--- src/rtl/oven_pkg.sv ---
// oven_pkg: key indices, repeat-state encoding and the ms-to-cycles helper shared by the key front end.
package oven_pkg;
  localparam int KEY_A = 0;
  localparam int KEY_B = 1;
  localparam int KEY_C = 2;
  localparam int KEY_D = 3;
  typedef enum logic [1:0] {IDLE, DELAY, REPEAT} rpt_state_t;
  function automatic int ms_to_cyc(int clk_hz, int ms);
    return clk_hz / 1000 * ms;
  endfunction
endpackage

--- src/rtl/oven_key_conditioner_if.sv ---
// oven_key_conditioner_if: raw active-low keys in, conditioned levels and pulses out.
interface oven_key_conditioner_if #(
  parameter int N_KEYS = 4
);
  logic [N_KEYS-1:0] key_n;
  logic [N_KEYS-1:0] level;
  logic [N_KEYS-1:0] press;
  logic [N_KEYS-1:0] release_pulse;
  logic [N_KEYS-1:0] step;
  modport master (output key_n, input level, press, release_pulse, step);
  modport slave (input key_n, output level, press, release_pulse, step);
endinterface

--- src/rtl/oven_key_channel.sv ---
// oven_key_channel: one key - 2-flop sync, debounce, press/release pulses, auto-repeat step.
// Repeat FSM is built only when KEY_AUTOREPEAT_EN is defined; otherwise step mirrors press.
module oven_key_channel
  import oven_pkg::*;
#(
  parameter int DB_CYC = 1,
  parameter int DLY_CYC = 1,
  parameter int RATE_CYC = 1
) (
  input  logic clk,
  input  logic rst,
  input  logic key_n,
  output logic level,
  output logic press,
  output logic release_pulse,
  output logic step
);
  if (DB_CYC < 1 || DLY_CYC < 1 || RATE_CYC < 1) begin : g_bad_cfg
    $error("oven_key_channel: every derived cycle count must be at least 1");
  end
  localparam int DBW = $clog2(DB_CYC + 1);
  localparam logic [DBW-1:0] DB_LAST = DBW'(DB_CYC - 1);
  logic [1:0] sync;
  logic [DBW-1:0] cnt;
  logic flip;
  logic rise;
  logic level_next;
  assign flip = sync[1] != level && cnt == DB_LAST;
  assign rise = flip && !level;
  assign level_next = level ^ flip;
  always_ff @(posedge clk) begin
    if (rst) begin
      sync <= '0;
      cnt <= '0;
      level <= 1'b0;
      press <= 1'b0;
      release_pulse <= 1'b0;
    end else begin
      sync <= {sync[0], ~key_n};
      cnt <= (sync[1] == level || flip) ? '0 : cnt + 1'b1;
      level <= level_next;
      press <= rise;
      release_pulse <= flip && level;
    end
  end
`ifdef KEY_AUTOREPEAT_EN
  localparam int TW = $clog2((DLY_CYC > RATE_CYC ? DLY_CYC : RATE_CYC) + 1);
  rpt_state_t state;
  rpt_state_t state_next;
  logic [TW-1:0] timer;
  logic [TW-1:0] timer_next;
  logic step_next;
  logic expire;
  // timer == 1 means it reaches zero on this edge, so the registered step lands exactly on the period
  assign expire = state != IDLE && timer == TW'(1);
  always_ff @(posedge clk) begin
    if (rst) begin
      state <= IDLE;
      timer <= '0;
      step <= 1'b0;
    end else begin
      state <= state_next;
      timer <= timer_next;
      step <= step_next;
    end
  end
  always_comb begin
    state_next = !level_next ? IDLE : rise ? DELAY : expire ? REPEAT : state;
  end
  always_comb begin
    step_next = rise || (expire && level_next);
    timer_next = rise ? TW'(DLY_CYC) : expire ? TW'(RATE_CYC) : state == IDLE ? TW'(0) : timer - 1'b1;
  end
`else
  assign step = press;
`endif
endmodule

--- src/rtl/oven_key_conditioner.sv ---
// oven_key_conditioner: N_KEYS independent key channels for the oven controller.
// Auto-repeat on step is built only when KEY_AUTOREPEAT_EN is defined.
module oven_key_conditioner
  import oven_pkg::*;
#(
  parameter int CLK_HZ = 50000000,
  parameter int DEBOUNCE_MS = 10,
  parameter int REPEAT_DELAY_MS = 500,
  parameter int REPEAT_RATE_MS = 100,
  parameter int N_KEYS = 4
) (
  input logic clk,
  input logic rst,
  oven_key_conditioner_if.slave keys
);
  localparam int DB_CYC = ms_to_cyc(CLK_HZ, DEBOUNCE_MS);
  localparam int DLY_CYC = ms_to_cyc(CLK_HZ, REPEAT_DELAY_MS);
  localparam int RATE_CYC = ms_to_cyc(CLK_HZ, REPEAT_RATE_MS);
  for (genvar k = 0; k < N_KEYS; k++) begin : g_key
    oven_key_channel #(
      .DB_CYC(DB_CYC),
      .DLY_CYC(DLY_CYC),
      .RATE_CYC(RATE_CYC)
    ) u_ch (
      .clk(clk),
      .rst(rst),
      .key_n(keys.key_n[k]),
      .level(keys.level[k]),
      .press(keys.press[k]),
      .release_pulse(keys.release_pulse[k]),
      .step(keys.step[k])
    );
  end
endmodule
--- src/flat_wrapper.sv ---
// flat-port wrapper written by rule: the top's interface ports become plain ports
module oven_key_conditioner_flat import oven_pkg::*;
#(
  parameter int CLK_HZ = 50000000,
  parameter int DEBOUNCE_MS = 10,
  parameter int REPEAT_DELAY_MS = 500,
  parameter int REPEAT_RATE_MS = 100,
  parameter int N_KEYS = 4
)
  (clk, rst, keys_key_n, keys_level, keys_press, keys_release_pulse, keys_step);
  oven_key_conditioner_if #(.N_KEYS(N_KEYS)) keys_i ();
  input logic clk;
  input logic rst;
  input wire logic [$bits(keys_i.key_n)-1:0] keys_key_n;
  output wire logic [$bits(keys_i.level)-1:0] keys_level;
  output wire logic [$bits(keys_i.press)-1:0] keys_press;
  output wire logic [$bits(keys_i.release_pulse)-1:0] keys_release_pulse;
  output wire logic [$bits(keys_i.step)-1:0] keys_step;
  assign keys_i.key_n = keys_key_n;
  assign keys_level = keys_i.level;
  assign keys_press = keys_i.press;
  assign keys_release_pulse = keys_i.release_pulse;
  assign keys_step = keys_i.step;
  oven_key_conditioner #(.CLK_HZ(CLK_HZ), .DEBOUNCE_MS(DEBOUNCE_MS), .REPEAT_DELAY_MS(REPEAT_DELAY_MS), .REPEAT_RATE_MS(REPEAT_RATE_MS), .N_KEYS(N_KEYS)) u_core (.clk(clk), .rst(rst), .keys(keys_i));
endmodule
--- config.mk ---
export PLATFORM = sky130hd
export DESIGN_NAME = oven_key_conditioner_flat
export DESIGN_NICKNAME = d
export VERILOG_FILES = /design/src/rtl/oven_pkg.sv /design/src/rtl/oven_key_conditioner_if.sv /design/src/rtl/oven_key_channel.sv /design/src/rtl/oven_key_conditioner.sv /design/src/flat_wrapper.sv
export SDC_FILE = /design/constraint.sdc
export NUM_CORES = 1
export LEC_CHECK = 0
export ABC_CLOCK_PERIOD_IN_PS = 1900
export CORE_ASPECT_RATIO = 0.75
export CORE_MARGIN = 2
export CORE_UTILIZATION = 30
export CTS_CLUSTER_SIZE = 8
export DETAILED_ROUTE_END_ITERATION = 16
export DONT_BUFFER_PORTS = 1
export GPL_ROUTABILITY_DRIVEN = 0
export PLACE_DENSITY = 0.49
export SLEW_MARGIN = 20
export SYNTH_ARGS = -nofsm -noshare
export SYNTH_HDL_FRONTEND = slang
export SYNTH_SLANG_ARGS = --single-unit
--- constraint.sdc ---
create_clock -name clk -period 1.9 [get_ports clk]
set_clock_uncertainty 0.05 [all_clocks]
set_input_delay 0.57 -clock clk [delete_from_list [all_inputs] [get_ports clk]]
set_output_delay 0.57 -clock clk [all_outputs]
set_load 0.01 [all_outputs]
# Word level (Yosys, flattened, before mapping)
# Cells that the tools add are included.
# word_totals
reg_bits	96
out_inout_bits	16
wordCells	68
in_bits	6
# op_classes
n_bitwise	8
eq_ne	12
n_reduce_logical	24
n_addsub	4
# op_table
cell	n
$add A19 B1 Y19 const B	4
$eq A19 B19 Y1 const B	4
$logic_and A1 B1 Y1	12
$reduce_or A2 Y1	4
$eq A1 B1 Y1	4
$logic_not A1 Y1	4
$logic_or A1 B1 Y1	4
$ne A1 B1 Y1	4
$not A1 Y1	4
$xor A1 B1 Y1	4

# Longest topological paths before layout
# Gate-level depths: netlist (run 1).
# logic_depth
word_depth	4
mapped_depth	6
ltp_nobuf	5

# Hierarchy
# From an unflattened synthesis (run 1), not the netlist that was laid out.
# unflattened
hier_cells	464
area_unflattened_um2	4184.0
# by_module_without_submodules
module	n_inst	cells_per_inst	seq_area_each_um2	area_per_inst_um2
oven_key_channel	4	116	480.5	1046.0

# Least setup slack after synthesis (run 1)
# OpenSTA, ideal clock, no wires.
# synth_timing
path_kind	register to register
startpoint	reg u_core.g_key[0].u_ch.cnt[0]
endpoint	reg u_core.g_key[0].u_ch.cnt[16]
path_stages_with_launch	7
t_required_ns	1.735
arrival_time_ns	1.613
slack_ns	0.122
period_less_slack_ns	1.778
n_path_buf	1
setup_time_ns	0.115
cell_sequence	dfxtp_1 -> ha_1 -> nand3_4 -> or3_1 -> o21ai_2 -> buf_4 -> nor2_1
# synth_via
elab_chain_cells	4
elab_cells_between_ends	5
classes_between	add/sub: 1; eq/ne: 1; reduce/logical: 3
# synth_lines
item	line	source
start: declaration	oven_key_channel.sv:24	logic [DBW-1:0] cnt;
start signal: assignment	oven_key_channel.sv:40	cnt <= (sync[1] == level || flip) ? '0 : cnt + 1'b1;
branches (longest 4 deep; another with $add A19 B1 Y19)	-	
# Parallel ways; which one is timed is not known.
# A chain may end at the register's enable or synchronous reset.

# Final worst setup path (run 1)
# layout_timing
startpoint	reg u_core.g_key[0].u_ch.cnt[0]
endpoint	reg u_core.g_key[0].u_ch.cnt[18]
# The elaborated chain is that of the path after synthesis.

==> metrics.txt, run 1 <==
status=finished clean; # Post-CTS Setup Buffers=0; number of CTS-inserted buffers=9; unrepaired setup endpoints after global routing=no; combinational power share=0.011; All-Layer GR Usage=0.1171; PD cells=760.0 nW/um2; first-pass detailed-route iteration total=4; Crit Path Max Fanout=4; initial antenna violation count=0; critical path arrival=2.01 ns; Skew-Pair Late Insertion Delay=0.34 ns; CTS Hold Bufs=0; Synth Flop Type=dfxtp_1; WL final=8155 um; ys async rst share=0; class of the worst hold path=in2reg; Warnings, synthesis=0; Final setup viols=0; Initial DRC Count=165; first-pass GRT wire length=14150 um; die height=107.1 um; CTS sink count=96; Worst slew margin=0.7356; Avg WL per Cell=12.39 um; post-route ant nets=0; leakage power=1.382 nW; area grow syn2layout=12.96%; syn_area_per_cell=9.077 um2; Fin. Hold Viols=0; number of flops mapped to enable cells by yosys=0; grt total ovfl=0; total power=3.647 mW; worst slew pin tran=0.3933 ns; Fmax=0.5601 GHz; CTS tree=built; Core ar.=13800 um2; number of synthesized register bits=96; DIE AREA=15140 um2; Sw Ratio=0.1989; largest net degree at the start of global routing=22; via count=3128; Clk pwr share=0.433; nets@finish=489; via/cell ratio=4.754; crit share post-route=0.9397; post-CTS sizing=0; post-synthesis instance total=468; Initial Util=0.3079; NetSw=725.3 uW; Port-buffer cells=0; H-tree levels=3; Hold WS=0.2410 ns; Post-Route Setup TNS=0 ns; Syn Nets=478; Die W=141.4 um; internal power=2.921 mW; Max Cap Violations=0; Req. time, crit path=2.13 ns; # IOs=22; n_diodes=0; Root Buffer=clkbuf_16; commonest cells after routing, fill and taps aside=dfxtp_1, nor2_1, xnor2_1, nand3_1, buf_4; crit end category=flop; Site Rows=37; crit path time final=1.785 ns; vias in the first global route=3005; fin. max-slew vios=0; Detailed Place HPWL=5787 um; layout cells sized above 1=0.1097; Max VDD drop=0.0003988 V; critical setup path kind=reg2reg; sequential power share=0.557; Worst-path clk slew=0.06 ns; CP startpoint kind=flop; Cell variety after synth=46; commonest non-fill, non-tap cell in the layout=dfxtp_1; register area share after synthesis=0.4524; synthesized area=4248 um2; clock buffer depth=2; DRC violations left=0
## power groups by stage
stage	clock network [mW]	registers, mW	logic (mW)
4_1_cts	1.66	2.03	0.0396
6_report	1.58	2.03	0.0385
2_1_floorplan	0	2.07	0.0296
5_1_grt	1.71	2.03	0.0432
3_5_place_dp	0	2.07	0.0396
3_3_place_gp	0	2.07	0.0390
## final timing paths
path	startpoint	end	slack (ns)	cells after the start
max	u_core.g_key[0].u_ch.cnt[0]	u_core.g_key[0].u_ch.cnt[18]	0.11	5
min	keys_key_n[1]	u_core.g_key[1].u_ch.sync[0]	0.24	1
max reg2reg	u_core.g_key[0].u_ch.cnt[0]	u_core.g_key[0].u_ch.cnt[18]	0.11	5
min reg2reg	u_core.g_key[1].u_ch.sync[0]	u_core.g_key[1].u_ch.sync[1]	0.39	1
## synthesized netlist by cell type (8+ instances only)
cell type | instances | area [um2]
a21oi_1 | 8 | 40.04
buf_4 | 17 | 127.6
dfxtp_1 | 96 | 1922
inv_1 | 15 | 56.30
nand2_1 | 16 | 60.06
nand3_1 | 25 | 125.1
nand4_1 | 20 | 125.1
nor2_1 | 87 | 326.6
nor3_1 | 17 | 85.08
nor4_1 | 18 | 112.6
nor4b_1 | 9 | 78.83
xnor2_1 | 51 | 446.7
xor2_1 | 13 | 113.9
## layer usage
layer	global-route usage	vias up	part of all wire
li1	-	1636	-
met1	0.1615	1453	0.54
met4	0.04786	0	0.019
met2	0.1699	28	0.42
met5	0	-	0
met3	0.03528	11	0.030
## worst max-delay path: stages (launching register included)
cell	delay, ns
dfxtp_1	0.37
ha_2	0.23
nand3_4	0.08
or4_1	0.53
or3_1	0.32
a21oi_1	0.14
## per-stage QoR
stage / worst slack (ns) / cells / utilization / area [um2]
floorplan: 0.1222 / 468 / - / 4248
global route: 0.001264 / 658 / 0.3478 / 4798
global placement: 0.1039 / 643 / 0.3280 / 4526
CTS: 0.04530 / 658 / 0.3461 / 4775
detailed placement: 0.07738 / 643 / 0.3280 / 4526
finish: 0.1145 / 658 / 0.3478 / 4798
## cells by family after synthesis
group / Yosys count / synth area share
fa+ha+maj: 4 / 0.01178
flops: 96 / 0.4524
simple gates: 240 / 0.3131
xor+xnor: 64 / 0.1320
compound gates: 23 / 0.03535
mux: 2 / 0.004713
buf+inv: 39 / 0.05066
## registers in the layout, indices dropped and copies added (netlist names), named ones only
name	cells
u_core.g_key.u_ch.cnt	76
u_core.g_key.u_ch.press	4
u_core.g_key.u_ch.release_pulse	4
u_core.g_key.u_ch.sync	8
## cell type report
type                       count  area, um2
clock buffer                  14      244.0
clock inverter                 1      5.005
fill                        1458       8997
inverter                      15      56.30
multi-input combinational    333       2135
sequential                    96       1922
tap                          175      219.0
timing repair buffer          24      217.7
No activity file was read; power rests on OpenSTA's default activity.
==> run 2, diff against run 1 <==
--- a/config.mk
+++ b/config.mk
@@ -6,10 +6,10 @@
 export NUM_CORES = 1
 export LEC_CHECK = 0
 export ABC_CLOCK_PERIOD_IN_PS = 1900
-export CORE_ASPECT_RATIO = 0.75
+export CORE_ASPECT_RATIO = 1.4
 export CORE_MARGIN = 2
 export CORE_UTILIZATION = 30
-export CTS_CLUSTER_SIZE = 8
+export CTS_CLUSTER_SIZE = 14
 export DETAILED_ROUTE_END_ITERATION = 16
 export DONT_BUFFER_PORTS = 1
 export GPL_ROUTABILITY_DRIVEN = 0
==> run 2 against run 1 <==
Against the previous run:
- wire length is 4.5% higher
- core utilization up 0.46 points
- cell area up 1.7%
- maximum frequency shrank 1.5%
- final cell count rose by 2.3%
- critical path type unchanged
==> metrics.txt, run 2 (synthesis gave the netlist of run 1 again) <==
Final Instance Count excl. Fillers=673; class of the worst hold path=in2reg; combinational power share=0.010; R2R cell count=5; DRC violations left=0; crit share post-route=0.9543; nets@finish=494; vias in the first global route=3202; Initial DRC Count=110; crit path time final=1.813 ns; Fin. Hold Viols=0; Root Buffer=clkbuf_16; number of CTS-inserted buffers=9; PD cells=786.7 nW/um2; WHS Endpoint=u_core.g_key[2].u_ch.sync[0]; H-tree levels=3; Sw Ratio=0.1953; clock buffer depth=2; Max VDD drop=0.0003647 V; via count=3212; Port-buffer cells=0; layout cells sized above 1=0.1250; fin. max-slew vios=0; reg-to-reg startpoint=u_core.g_key[0].u_ch.cnt[0]; # IOs=22; # Post-CTS Setup Buffers=0; area grow syn2layout=14.87%; Initial Util=0.3068; All-Layer GR Usage=0.1210; Req. time, crit path=2.11 ns; WL final=8523 um; Core ar.=13850 um2; Max Cap Violations=0; initial antenna violation count=0; first-pass detailed-route iteration total=4; Site Rows=51; Skew-Pair Late Insertion Delay=0.33 ns; grt total ovfl=0; # fillers=1437; largest net degree at the start of global routing=22; status=finished clean; hold path depth=1; post-route ant nets=0; Hold WS=0.2456 ns; commonest cells after routing, fill and taps aside=dfxtp_1, nor2_1, xnor2_1, buf_4, nand3_1; worst reg2reg setup slack=0.09 ns; Fmax=0.5515 GHz; NetSw=749.8 uW; critical setup path kind=reg2reg; worst-path cell chain=ha_2, nand3_4, or4_1, or3_1, a21oi_1; Post-Route Setup TNS=0 ns; Final setup viols=0; hold path start=keys_key_n[2]; Avg WL per Cell=12.66 um; CP max stage cell=or4_1; die height=144.8 um; Critical R2R Capture=u_core.g_key[0].u_ch.cnt[18]; Detailed Place HPWL=6191 um; dpl cells=658; internal power=3.089 mW; final instance area=4880 um2; leakage power=1.422 nW; Worst slew margin=0.6927; CTS tree=built; crit end category=flop; DIE AREA=15140 um2; worst slew pin tran=0.4568 ns; max FFs per register=76; sequential power share=0.529; commonest non-fill, non-tap cell in the layout=dfxtp_1; unrepaired setup endpoints after global routing=no; n_diodes=0; critical path arrival=2.03 ns; CTS Hold Bufs=0; total power=3.839 mW; Clk pwr share=0.461; Area after DPL=4563 um2; via/cell ratio=4.773; CP startpoint kind=flop; Regs by FF count=u_core.g_key.u_ch.cnt: 76 flops, u_core.g_key.u_ch.sync: 8 flops; Worst-path clk slew=0.06 ns; Die W=104.6 um; Crit Path Max Fanout=4; CTS sink count=96; biggest cell delay along the critical path=0.55 ns; first-pass GRT wire length=14770 um; Top reg by flops=u_core.g_key.u_ch.cnt
-- run 2: timing repair --
item,4_1_cts,5_1_grt
gates resized for setup,0,5
hold endpoints to repair,0,0
endpoints found under the setup margin,0,7
-- run 2: worst max-delay path, delay by kind of cell (launching register included) --
family	cells	cell delay, ns
simple gates	3	0.95
flops	1	0.37
fa+ha+maj	1	0.23
compound gates	1	0.15
-- run 2: metal layers --
| layer | part of all wire | global-route usage | vias to the layer above |
|---|---|---|---|
| li1 | - | - | 1649 |
| met1 | 0.44 | 0.1360 | 1510 |
| met2 | 0.50 | 0.2126 | 36 |
| met3 | 0.026 | 0.02553 | 17 |
| met4 | 0.034 | 0.06970 | 0 |
| met5 | 0 | 0 | - |
-- run 2: how the worst max path moves through the flow --
stage	startpoint	end	slack, ns	cells past startpoint
2_1_floorplan	u_core.g_key[0].u_ch.cnt[0]	u_core.g_key[0].u_ch.cnt[16]	0.12	6
3_3_place_gp	u_core.g_key[0].u_ch.cnt[0]	u_core.g_key[0].u_ch.cnt[18]	0.14	5
3_5_place_dp	u_core.g_key[0].u_ch.cnt[0]	u_core.g_key[0].u_ch.cnt[18]	0.08	5
4_1_cts	u_core.g_key[0].u_ch.cnt[0]	u_core.g_key[0].u_ch.cnt[18]	0.06	5
5_1_grt	u_core.g_key[1].u_ch.cnt[1]	u_core.g_key[1].u_ch.cnt[18]	0.002	6
6_report	u_core.g_key[0].u_ch.cnt[0]	u_core.g_key[0].u_ch.cnt[18]	0.09	5
-- run 2: layout make-up --
cell class | instances | area [um2] | share of cell area
flip-flops and latches | 96 | 1922 | 0.3938
clock inverters | 3 | 42.54 | 0.008718
inverters | 15 | 56.30 | 0.01154
repair buffers | 29 | 242.7 | 0.04974
well taps | 185 | 231.5 | 0.04744
multi-input cells | 333 | 2138 | 0.4382
clock buffers | 12 | 246.5 | 0.05051
-- run 2: power by group through the flow --
stage / Sequential, mW / Clock [mW] / Combinational (mW)
after floorplan: 2.07 / 0 / 0.0296
after global placement: 2.07 / 0 / 0.0398
after detailed placement: 2.07 / 0 / 0.0406
after CTS: 2.03 / 1.84 / 0.0408
after global routing: 2.03 / 1.94 / 0.0449
final: 2.03 / 1.77 / 0.0397
-- run 2: stage by stage --
step	worst slack (ns)	utilization
after floorplan	0.1222	-
after global placement	0.1440	0.3295
after detailed placement	0.07883	0.3295
after CTS	0.05990	0.3504
after global routing	0.002297	0.3524
final	0.08676	0.3524
==> run 3, diff against run 2 <==
--- a/config.mk
+++ b/config.mk
@@ -13,7 +13,7 @@
 export DETAILED_ROUTE_END_ITERATION = 16
 export DONT_BUFFER_PORTS = 1
 export GPL_ROUTABILITY_DRIVEN = 0
-export PLACE_DENSITY = 0.49
+export PLACE_DENSITY = 0.56
 export SLEW_MARGIN = 20
 export SYNTH_ARGS = -nofsm -noshare
 export SYNTH_HDL_FRONTEND = slang
==> run 3 against run 2 <==
Against the previous run:
- combinational power is essentially flat
- register-to-register slack gained 0.02 ns
- non-clock buffer count is 6 lower
- highest routed layer unchanged
- maximum frequency rose by 0.84%
- largest cell class unchanged
==> metrics.txt, run 3 (synthesis gave the netlist of run 1 again) <==
die height=144.8 um; post-route ant nets=0; Worst slew margin=0.6104; layout cells sized above 1=0.1180; internal power=2.954 mW; Max Cap Violations=0; clock buffer depth=2; grt met1 use=0.1308; Port-buffer cells=0; Post-Route Setup TNS=0 ns; # IOs=22; Max VDD drop=0.0005250 V; nets@finish=488; sequential power share=0.531; first-pass detailed-route iteration total=4; Buf/Inv on CP=0; reg-to-reg startpoint=u_core.g_key[0].u_ch.cnt[1]; leakage power=1.390 nW; largest net degree at the start of global routing=22; biggest cell delay along the critical path=0.54 ns; Crit Path Max Fanout=5; Fin. Hold Viols=0; stages on the worst setup path=5; Initial Util=0.3068; Initial DRC Count=98; number of CTS-inserted buffers=9; NetSw=865.2 uW; Core ar.=13850 um2; Avg WL per Cell=12.49 um; Worst path top cell family by delay=simple AND/OR/NAND/NOR gates; worst-path cell chain=ha_4, nand3_4, or4_1, or3_1, a21oi_1; # fillers=1443; hold path start=keys_key_n[1]; fin. max-slew vios=0; commonest non-fill, non-tap cell in the layout=dfxtp_1; CP startpoint=u_core.g_key[0].u_ch.cnt[1]; All-Layer GR Usage=0.1152; via count=3157; Final setup viols=0; max FFs per register=76; Req. time, crit path=2.13 ns; CTS Hold Bufs=0; Root Buffer=clkbuf_16; Sw Ratio=0.2266; total power=3.819 mW; CP max stage cell=or4_1; Fmax=0.5561 GHz; Worst setup endpoint=u_core.g_key[0].u_ch.cnt[18]; crit path time final=1.798 ns; PD cells=788.4 nW/um2; worst reg2reg setup slack=0.10 ns; Die W=104.6 um; crit end category=flop; crit share post-route=0.9464; CTS sink count=96; Critical R2R Capture=u_core.g_key[0].u_ch.cnt[18]; initial antenna violation count=0; worst slew pin tran=0.5790 ns; met2 usage=0.2009; critical setup path kind=reg2reg; DRC violations left=0; n_diodes=0; via/cell ratio=4.726; Skew-Pair Late Insertion Delay=0.35 ns; Worst-path clk slew=0.08 ns; unrepaired setup endpoints after global routing=no; DIE AREA=15140 um2; Top reg by flops=u_core.g_key.u_ch.cnt; Site Rows=51; commonest cells after routing, fill and taps aside=dfxtp_1, nor2_1, xnor2_1, nand3_1; grt total ovfl=0; combinational power share=0.010; H-tree levels=3; WL final=8345 um; met3 Use GR=0.02508; CTS tree=built; CP startpoint kind=flop; vias in the first global route=3057; busiest grt layer=met2; Clk pwr share=0.458; critical path arrival=2.02 ns; first-pass GRT wire length=14010 um; class of the worst hold path=in2reg; Detailed Place HPWL=5969 um; R2R cell count=5; area grow syn2layout=14.02%; status=finished clean; Regs by FF count=u_core.g_key.u_ch.cnt: 76 flops, u_core.g_key.u_ch.sync: 8 flops
run 3: cell types whose count changed in the layout (fill, tap and decap cells not counted), sizes merged:
cell      previous run  this run
clkinvlp             1         2
bufinv               1         0
inv                 15        19
buf                 29        23
clkbuf              12         9
run 3: repair_timing:
action | 4_1_cts | 5_1_grt
buffers inserted | 0 | 0
hold endpoints to repair | 0 | 0
gates resized for setup | 0 | 5
setup endpoints to repair | 0 | 4
run 3: per-stage QoR:
step	setup WS, ns	area [um2]	util	hold WS, ns	cells
2_1_floorplan	0.1222	4248	-	0.3638	468
3_3_place_gp	0.1068	4531	0.3272	0.3926	652
3_5_place_dp	0.08311	4531	0.3272	0.3906	652
4_1_cts	0.05788	4817	0.3479	0.2168	668
5_1_grt	0.006895	4843	0.3498	0.2211	668
6_report	0.1019	4843	0.3498	0.2263	668
run 3: area by class of cell:
type                       instances  area, um2  share of cell area
inverter                          15      56.30             0.01162
sequential                        96       1923              0.3971
tap                              185      231.5             0.04779
clock buffer                       9      225.2             0.04650
clock inverter                     7      61.31             0.01266
multi-input combinational        333       2136              0.4410
timing repair buffer              23      210.2             0.04340
run 3: power by group through the flow:
stage	Combinational [mW]	Sequential, mW	Clock [mW]
global route	0.0450	2.03	1.89
global placement	0.0404	2.07	0
CTS	0.0411	2.03	1.80
finish	0.0399	2.03	1.75
floorplan	0.0296	2.07	0
detailed placement	0.0411	2.07	0
run 3: how the worst min path moves through the flow:
stage | cells after the start | slack [ns] | to
after floorplan | 1 | 0.36 | u_core.g_key[0].u_ch.sync[1]
after global placement | 1 | 0.39 | u_core.g_key[0].u_ch.cnt[0]
after detailed placement | 1 | 0.39 | u_core.g_key[2].u_ch.sync[1]
after CTS | 1 | 0.22 | u_core.g_key[1].u_ch.sync[0]
after global routing | 1 | 0.22 | u_core.g_key[1].u_ch.press
final | 1 | 0.23 | u_core.g_key[1].u_ch.sync[0]
run 3: routing by layer:
| metal | wire length (um) | share of wire |
|---|---|---|
| met1 | 3780 | 0.45 |
| met2 | 4268 | 0.51 |
| met3 | 185 | 0.022 |
| met4 | 110 | 0.013 |
| met5 | 0 | 0 |
